===== src/rtl/alu_writeback_pkg.sv =====
// Shared constants for the ALU datapath: ALU op codes, branch condition
// codes and the bit positions of the architectural flags.
package alu_writeback_pkg;

    // ALU operation encodings used by the producer side of the result interface
    typedef enum logic [3:0] {
        ALU_ADD = 4'd0,
        ALU_SUB = 4'd1,
        ALU_AND = 4'd2,
        ALU_OR  = 4'd3,
        ALU_XOR = 4'd4,
        ALU_SHL = 4'd5,
        ALU_SHR = 4'd6,
        ALU_CMP = 4'd7
    } alu_op_e;

    // Branch condition codes evaluated against the committed flags
    typedef enum logic [3:0] {
        COND_AL = 4'd0,
        COND_EQ = 4'd1,
        COND_NE = 4'd2,
        COND_CS = 4'd3,
        COND_CC = 4'd4,
        COND_MI = 4'd5,
        COND_PL = 4'd6,
        COND_VS = 4'd7,
        COND_VC = 4'd8,
        COND_PE = 4'd9,
        COND_PO = 4'd10,
        COND_GT = 4'd11,
        COND_GE = 4'd12,
        COND_LT = 4'd13,
        COND_LE = 4'd14,
        COND_NV = 4'd15
    } cond_e;

    // Flag vector layout {P,V,C,N,Z}, bit 0 = Z
    localparam int FLAGS_W = 5;
    localparam int FLAG_Z  = 0;
    localparam int FLAG_N  = 1;
    localparam int FLAG_C  = 2;
    localparam int FLAG_V  = 3;
    localparam int FLAG_P  = 4;

endpackage


===== src/rtl/alu_writeback_wb_fifo.sv =====
// Small synchronous FIFO holding {dst, result} pairs between the ALU and the
// register-file write port. The head entry is read straight from registered
// storage so the write port outputs never glitch while waiting for ready.
module wb_fifo #(
    parameter int WIDTH = 11,
    parameter int DEPTH = 2
) (
    input  logic             clk,
    input  logic             rst_n,
    input  logic             i_push,
    input  logic [WIDTH-1:0] i_data,
    input  logic             i_pop,
    output logic [WIDTH-1:0] o_data,
    output logic             o_full,
    output logic             o_empty
);

    localparam int PTR_W = (DEPTH > 1) ? $clog2(DEPTH) : 1;
    localparam int CNT_W = PTR_W + 1;

    logic [WIDTH-1:0] r_mem [DEPTH];
    logic [PTR_W-1:0] r_wrPtr;
    logic [PTR_W-1:0] r_rdPtr;
    logic [CNT_W-1:0] r_count;
    logic             w_pushOk;
    logic             w_popOk;

    assign o_full   = (r_count == CNT_W'(DEPTH));
    assign o_empty  = (r_count == '0);
    assign w_pushOk = i_push && !o_full;
    assign w_popOk  = i_pop && !o_empty;
    assign o_data   = r_mem[r_rdPtr];

    // Storage write; entries are cleared on reset so an empty FIFO presents zeros
    always_ff @(posedge clk or negedge rst_n) begin
        if (!rst_n) begin
            for (int i = 0; i < DEPTH; i++) begin
                r_mem[i] <= '0;
            end
        end else if (w_pushOk) begin
            r_mem[r_wrPtr] <= i_data;
        end
    end

    // Pointers wrap naturally because DEPTH is a power of two
    always_ff @(posedge clk or negedge rst_n) begin
        if (!rst_n) begin
            r_wrPtr <= '0;
            r_rdPtr <= '0;
        end else begin
            if (w_pushOk) begin
                r_wrPtr <= r_wrPtr + PTR_W'(1);
            end
            if (w_popOk) begin
                r_rdPtr <= r_rdPtr + PTR_W'(1);
            end
        end
    end

    // Occupancy count; a simultaneous push and pop leaves it unchanged
    always_ff @(posedge clk or negedge rst_n) begin
        if (!rst_n) begin
            r_count <= '0;
        end else begin
            case ({w_pushOk, w_popOk})
                2'b10:   r_count <= r_count + CNT_W'(1);
                2'b01:   r_count <= r_count - CNT_W'(1);
                default: r_count <= r_count;
            endcase
        end
    end

endmodule


===== src/rtl/alu_writeback.sv =====
// Writeback stage: accepts ALU results, commits flags, buffers register writes
// in wb_fifo and drains them over a valid/ready port, and evaluates branch
// conditions. Optional macro ALU_WB_FLAG_BYPASS_EN forwards the incoming
// flags into the condition evaluation during an accepting flags update.
module alu_writeback
    import alu_writeback_pkg::*;
#(
    parameter int DATA_W = 8,
    parameter int ADDR_W = 3,
    parameter int DEPTH  = 2
) (
    input  logic              clk,
    input  logic              rst_n,
    input  logic              in_valid,
    output logic              in_ready,
    input  logic [DATA_W-1:0] in_result,
    input  logic [ADDR_W-1:0] in_dst,
    input  logic              in_wb_en,
    input  logic              in_flags_we,
    input  logic              in_zero,
    input  logic              in_negative,
    input  logic              in_carry,
    input  logic              in_overflow,
    input  logic              in_parity,
    output logic              wr_valid,
    input  logic              wr_ready,
    output logic [ADDR_W-1:0] wr_addr,
    output logic [DATA_W-1:0] wr_data,
    output logic [4:0]        flags,
    input  logic [3:0]        cond,
    output logic              cond_true
);

    localparam int ENTRY_W = DATA_W + ADDR_W;

    logic               w_accept;
    logic               w_push;
    logic               w_pop;
    logic               w_full;
    logic               w_empty;
    logic [ENTRY_W-1:0] w_head;
    logic [FLAGS_W-1:0] w_inFlags;
    logic [FLAGS_W-1:0] w_evalFlags;
    logic               w_condTrue;
    logic               w_nEqV;
    logic [FLAGS_W-1:0] r_flags;

    assign in_ready = !w_full;
    assign w_accept = in_valid && in_ready;
    assign w_push   = w_accept && in_wb_en;
    assign wr_valid = !w_empty;
    assign w_pop    = wr_valid && wr_ready;
    assign wr_addr  = w_head[ENTRY_W-1:DATA_W];
    assign wr_data  = w_head[DATA_W-1:0];
    assign flags    = r_flags;

    wb_fifo #(
        .WIDTH (ENTRY_W),
        .DEPTH (DEPTH)
    ) u_fifo (
        .clk     (clk),
        .rst_n   (rst_n),
        .i_push  (w_push),
        .i_data  ({in_dst, in_result}),
        .i_pop   (w_pop),
        .o_data  (w_head),
        .o_full  (w_full),
        .o_empty (w_empty)
    );

    // Pack the incoming ALU flags into the architectural {P,V,C,N,Z} layout
    always_comb begin
        w_inFlags         = '0;
        w_inFlags[FLAG_Z] = in_zero;
        w_inFlags[FLAG_N] = in_negative;
        w_inFlags[FLAG_C] = in_carry;
        w_inFlags[FLAG_V] = in_overflow;
        w_inFlags[FLAG_P] = in_parity;
    end

    // Architectural flags register, updated only on an accepted flags write
    always_ff @(posedge clk or negedge rst_n) begin
        if (!rst_n) begin
            r_flags <= '0;
        end else if (w_accept && in_flags_we) begin
            r_flags <= w_inFlags;
        end
    end

`ifdef ALU_WB_FLAG_BYPASS_EN
    assign w_evalFlags = (w_accept && in_flags_we) ? w_inFlags : r_flags;
`else
    assign w_evalFlags = r_flags;
`endif

    assign w_nEqV = w_evalFlags[FLAG_N] ^ w_evalFlags[FLAG_V];

    // Branch condition evaluation against the selected flag vector
    always_comb begin
        w_condTrue = 1'b0;
        case (cond)
            COND_AL: w_condTrue = 1'b1;
            COND_EQ: w_condTrue = w_evalFlags[FLAG_Z];
            COND_NE: w_condTrue = !w_evalFlags[FLAG_Z];
            COND_CS: w_condTrue = w_evalFlags[FLAG_C];
            COND_CC: w_condTrue = !w_evalFlags[FLAG_C];
            COND_MI: w_condTrue = w_evalFlags[FLAG_N];
            COND_PL: w_condTrue = !w_evalFlags[FLAG_N];
            COND_VS: w_condTrue = w_evalFlags[FLAG_V];
            COND_VC: w_condTrue = !w_evalFlags[FLAG_V];
            COND_PE: w_condTrue = w_evalFlags[FLAG_P];
            COND_PO: w_condTrue = !w_evalFlags[FLAG_P];
            COND_GT: w_condTrue = !w_evalFlags[FLAG_Z] && !w_nEqV;
            COND_GE: w_condTrue = !w_nEqV;
            COND_LT: w_condTrue = w_nEqV;
            COND_LE: w_condTrue = w_evalFlags[FLAG_Z] || w_nEqV;
            COND_NV: w_condTrue = 1'b0;
            default: w_condTrue = 1'b0;
        endcase
    end

    assign cond_true = w_condTrue;

endmodule


===== config.mk =====
export PLATFORM = sky130hd
export DESIGN_NAME = alu_writeback
export DESIGN_NICKNAME = d
export VERILOG_FILES = /design/src/rtl/alu_writeback_pkg.sv /design/src/rtl/alu_writeback_wb_fifo.sv /design/src/rtl/alu_writeback.sv
export SDC_FILE = /design/constraint.sdc
export NUM_CORES = 1
export LEC_CHECK = 0
export ABC_CLOCK_PERIOD_IN_PS = 5300
export CAP_MARGIN = 20
export CORE_MARGIN = 4
export CORE_UTILIZATION = 50
export DETAILED_ROUTE_END_ITERATION = 8
export GPL_TIMING_DRIVEN = 0
export PLACE_DENSITY = 0.86
export SYNTH_ARGS = -nofsm -noshare
export SYNTH_HDL_FRONTEND = slang
export SYNTH_SLANG_ARGS = --single-unit

===== constraint.sdc =====
create_clock -name clk -period 5.3 [get_ports clk]
set_input_delay 1.59 -clock clk [delete_from_list [all_inputs] [get_ports clk]]
set_output_delay 1.59 -clock clk [all_outputs]
set_load 0.01 [all_outputs]

=== Word-level counts from Yosys, hierarchy flattened ===
Cells that the tools add are included.

* Output and inout port bits: 19
* Word-level logic and storage cells: 62
* Register bits after elaboration: 31

* Equal/unequal tests: 18
* Reductions and logical operators: 20
* Muxes and demuxes: 8
* Bitwise operators: 3
* $add $sub $neg: 4
* Magnitude comparators: 3

{| class="wikitable"
|+ Operator list
! kind !! number
|-
| $mux W11 || 4
|-
| $eq A4 B4 Y1 const B || 8
|-
| $bwmux W22 || 1
|-
| $eq A4 B3 Y1 const B || 4
|-
| $pmux W1 S16 || 1
|-
| $demux W11 S1 || 1
|-
| $eq A4 B2 Y1 const B || 2
|-
| $logic_and A1 B1 Y1 || 8
|-
| $logic_not A1 Y1 || 8
|-
| $eq A2 B2 Y1 const B || 2
|-
| $eq A4 B1 Y1 const B || 1
|-
| $ge A2 B2 Y1 const B || 2
|-
| $logic_not A4 Y1 || 1
|-
| $not A1 Y2 || 2
|-
| $pmux W2 S2 || 1
|-
| $add A1 B1 Y1 const B || 2
|-
| $add A2 B1 Y2 const B || 1
|-
| $eq A2 B1 Y1 const B || 1
|-
| $logic_not A2 Y1 || 1
|-
| $lt A2 B1 Y1 const B || 1
|-
| $reduce_bool A2 Y1 || 1
|-
| $sub A2 B1 Y2 const B || 1
|-
| $logic_or A1 B1 Y1 || 1
|-
| $xor A1 B1 Y1 || 1
|}

=== Depth between registers and ports, before layout ===
* Word-level depth: 7
* Gate-level depth with buffers: 6
* Gate-level depth less buffers: 6

=== Modules after synthesis ===
Synthesis repeated with hierarchy kept, for this count alone.

* Cells, all modules: 118
* Area, all modules: 1604.0 µm²

{| class="wikitable"
|+ By module, submodules not included
! module !! times used !! cells an instance !! area an instance (µm²)
|-
| wb_fifo || 1 || 76 || 1207.4
|-
| alu_writeback || 1 || 42 || 396.6
|}

=== Worst setup path after synthesis ===
Ideal clock, no wire load.

* Path kind: in2out
* Start: in cond[1]
* End: out cond_true
* Path buffers: 1
* Required time: 3.710 ns
* Arrival: 2.524 ns
* Stages: 5
* Slack: 1.186 ns
* Cells stage by stage: clkbuf_1 -> nand2_1 -> o32ai_1 -> a21oi_1 -> o2111ai_1

* Word-level cells in the longest chain between the ends: 2

{| class="wikitable"
|+ Ends and longest elaborated chain
! what !! line !! RTL
|-
| start: declaration || alu_writeback.sv:30 || <nowiki>input logic [3:0] cond,</nowiki>
|-
| $eq A4 B4 Y1 (tied with other cells) || alu_writeback.sv:101 || <nowiki>case (cond)</nowiki>
|-
| $pmux W1 S16 * || alu_writeback.sv:101 ||
|-
| end: declaration || alu_writeback.sv:31 || <nowiki>output logic cond_true</nowiki>
|}

Mark *: on every way between the ends. The rest lies on a longest branch, timed or not.

=== Final worst setup path ===
Ends and elaborated chain as after synthesis.

==> impl_metrics.csv <==
group,metric,value,unit
route,firstDrtPassIters,4,
sta,worstMarginPinSlew,727,ps
synthesis,async_reset_ff_share,100,%
pwr,pwr-share-clk,10.9,%
pwr,p_int,0.798,mW
synthesis,syn_area,1560,sq um
synthesis,synth_ff_type,"dfrtp_1",
pwr,p_leak,0.898,nW
finish,fin_util,72.8,%
clocking,clk_latency,330,ps
finish,final_area,2080,sq um
placed_design,portBuffers,42,
pwr,power_density,569,nW/um^2
synthesis,syn-num-nets,141,
sta,slew_violations,0,
placed_design,placed_area,2030,sq um
clocking,clock-sinks,31,
synthesis,ys_top_cells_by_count,"dfrtp_1, mux2_2, mux2_4, nand2_1",
clocking,cts_hold_buf,0,
synthesis,ys_types,32,
pwr,seqPwrFrac,37.6,%
route,wl,3320,um
critical_path,rr_endpoint,"u_fifo.r_count[1]",
grt,first_global_vias,1181,
synthesis,synth_top_family_by_area,"multiplexers",
critical_path,endpoint_kind,"output pin",
route,wire_per_inst,17.0,um
synthesis,synth-compound-area-share,4.98,%
floorplanning,die_h,63.8,um
critical_path,crit_start,"cond[1]",
synthesis,avgSynthCellArea,13.7,sq um
sta,fin_skew,12.0,ps
grt,antenna_found_initial,0,
clocking,post_cts_buffers,0,
synthesis,synth_edf_count,0,
placed_design,gp_congestion,0.756,
synthesis,yosysSeqAreaShare,49.8,%
synthesis,synth-seq-cells,31,
sta,hold_viol_final,0,
synthesis,syn_inst,114,
critical_path,cp-endpoint,"cond_true",
clocking,clockBufferDepth,2,
clocking,root_buffer,"clkbuf_4",
critical_path,cp-start-kind,"input pin",
finish,drive_gt1_share,31.7,%
placed_design,hpwl,2620,um
floorplanning,core_area,2850,sq um
sta,fin_crit_sh,96.4,%
min_path,hp-class,"register to register",
synthesis,yosysTopAreaCell,"dfrtp_1",
synthesis,synth-simple-area-share,8.60,%
pwr,switchingPower,0.383,mW
synthesis,synth_warnings,0,
route,drc,0,
sta,setup_tns,0,ps
synthesis,synth_most_common_cell,"dfrtp_1",
route,viasPerCell,5.60,
grt,grt_max_degree,17,
finish,antennaDiodeCount,0,
synthesis,synth-adder-area-share,0.804,%
route,ant_nets,0,
floorplanning,die_area,4070,sq um
grt,track_usage,17.8,%
critical_path,crit_required,3710,ps
sta,finalSetupViolCount,0,
route,num_vias,1092,
job,drv_cap,0,
finish,final_nets,190,
floorplanning,die-width,63.8,um
placed_design,place_inst,188,
outcome,status,"complete, no violations",
floorplanning,io_pins,45,
synthesis,synthTopCellsByArea,"dfrtp_1, mux2_2, mux2_4, xor2_1, mux2i_1",
pwr,vdd_drop_max,0.376,mV
finish,syn2layout_area_growth,33.4,%
critical_path,crit_path_max_fanout,11,
floorplanning,num_rows,19,
synthesis,synth.top_cell.area_share,49.8,%
floorplanning,initial_core_util,54.6,%
clocking,htreeDepth,2,
critical_path,r2r-start,"u_fifo.r_count[1]",
critical_path,crit_type,"input pin to output pin",
clocking,cts_resized,0,
route,first_iter_violations,42,
pwr,combPwrFrac,51.5,%
sta,relSlewSlack,51.4,%
clocking,cts_buffers,5,
grt,grt_overflow_total,0,
sta,rsz0062_at_grt,"no",
grt,grt_pass1_wl,5460,um
pwr,p_sw_share,32.4,%
synthesis,synth_xor_area_share,2.81,%
clocking,cts_tree,"yes",
clocking,clkSlewWorstSetupHoldPaths,90,ps
synthesis,synthMuxAreaShare,30.9,%
finish,fin_cells,195,
critical_path,worstPathArrival,3520,ps
sta,fmax,196,MHz
critical_path,reg2reg_slack,3660,ps
sta,min_period,5110,ps
critical_path,reg2regPathDepth,5,
-- cell usage in the layout (no fill, tap or decap), types with 2 or more instances in the layout --
cell	count
clkbuf_4	5
mux2_4	9
clkdlybuf4s50_1	42
o2111ai_1	2
nand3_1	2
nor2_1	2
o21ai_0	2
clkbuf_1	4
nor2b_1	2
dfrtp_1	31
nand2_1	5
mux2i_1	2
mux2_2	29
nor3_1	2
xnor2_1	2
xor2_1	3
-- cell families (layout without fill, tap and decap cells) --
group | Yosys count | count (layout)
AO/OA/AOI/OAI | 10 | 10
XOR/XNOR | 5 | 5
adder cells (fa/ha/maj) | 1 | 1
buffers and inverters | 6 | 56
flip-flops | 31 | 31
multiplexers | 40 | 40
AND/OR/NAND/NOR | 21 | 21
-- critical path: stages --
cell	delay, ps
clkdlybuf4s50_1	680
mux2i_1	220
o21ai_0	90
a211o_1	300
o2111ai_1	70
clkdlybuf4s50_1	570
-- how the worst min path moves through the flow --
stage / startpoint / to / slack [ps] / cells past startpoint
2_1_floorplan: u_fifo.r_wrPtr / u_fifo.r_wrPtr / 470 / 2
3_3_place_gp: u_fifo.r_mem[9] / u_fifo.r_mem[9] / 480 / 1
3_5_place_dp: u_fifo.r_mem[8] / u_fifo.r_mem[8] / 490 / 1
4_1_cts: u_fifo.r_mem[8] / u_fifo.r_mem[8] / 510 / 1
5_1_grt: u_fifo.r_mem[7] / u_fifo.r_mem[7] / 530 / 1
6_report: u_fifo.r_mem[7] / u_fifo.r_mem[7] / 510 / 1
-- flip-flops by register name (all words and copies together) (netlist names) --
register        count
u_fifo.r_mem       22
flags               5
u_fifo.r_count      2
u_fifo.r_rdPtr      1
u_fifo.r_wrPtr      1
-- metal layers --
layer / global-route usage (%) / up-vias / part of all wire [%]
met5: 0 / - / 0
met4: 8.89 / 0 / 2.0
met3: 5.08 / 7 / 5.0
met2: 30.1 / 34 / 52
met1: 20.5 / 537 / 41
li1: - / 514 / -
-- cell type report --
cell class              instances  area [sq um]
plain buffers                   5          27.5
clock buffers                   7          45.0
clock inverters                 1          5.00
fillers                       213           776
well taps                      31          38.8
repair buffers                 43           435
multi-input cells              77           749
flip-flops and latches         31           776
-- metrics by stage --
step,setup slack [ps],total power [mW],hold WS [ps]
global route,39.5,1.25,527
floorplan,1190,0.783,466
CTS,36.7,1.19,510
detailed placement,40.5,1.06,488
global placement,116,1.03,481
finish,189,1.18,510
-- power by group through the flow --
stage	Clock, mW	Combinational [mW]	Sequential (mW)
2_1_floorplan	0	0.354	0.429
3_3_place_gp	0	0.594	0.433
3_5_place_dp	0	0.612	0.449
4_1_cts	0.134	0.616	0.445
5_1_grt	0.146	0.648	0.460
6_report	0.129	0.609	0.445
No activity file was read; power rests on OpenSTA's default activity.
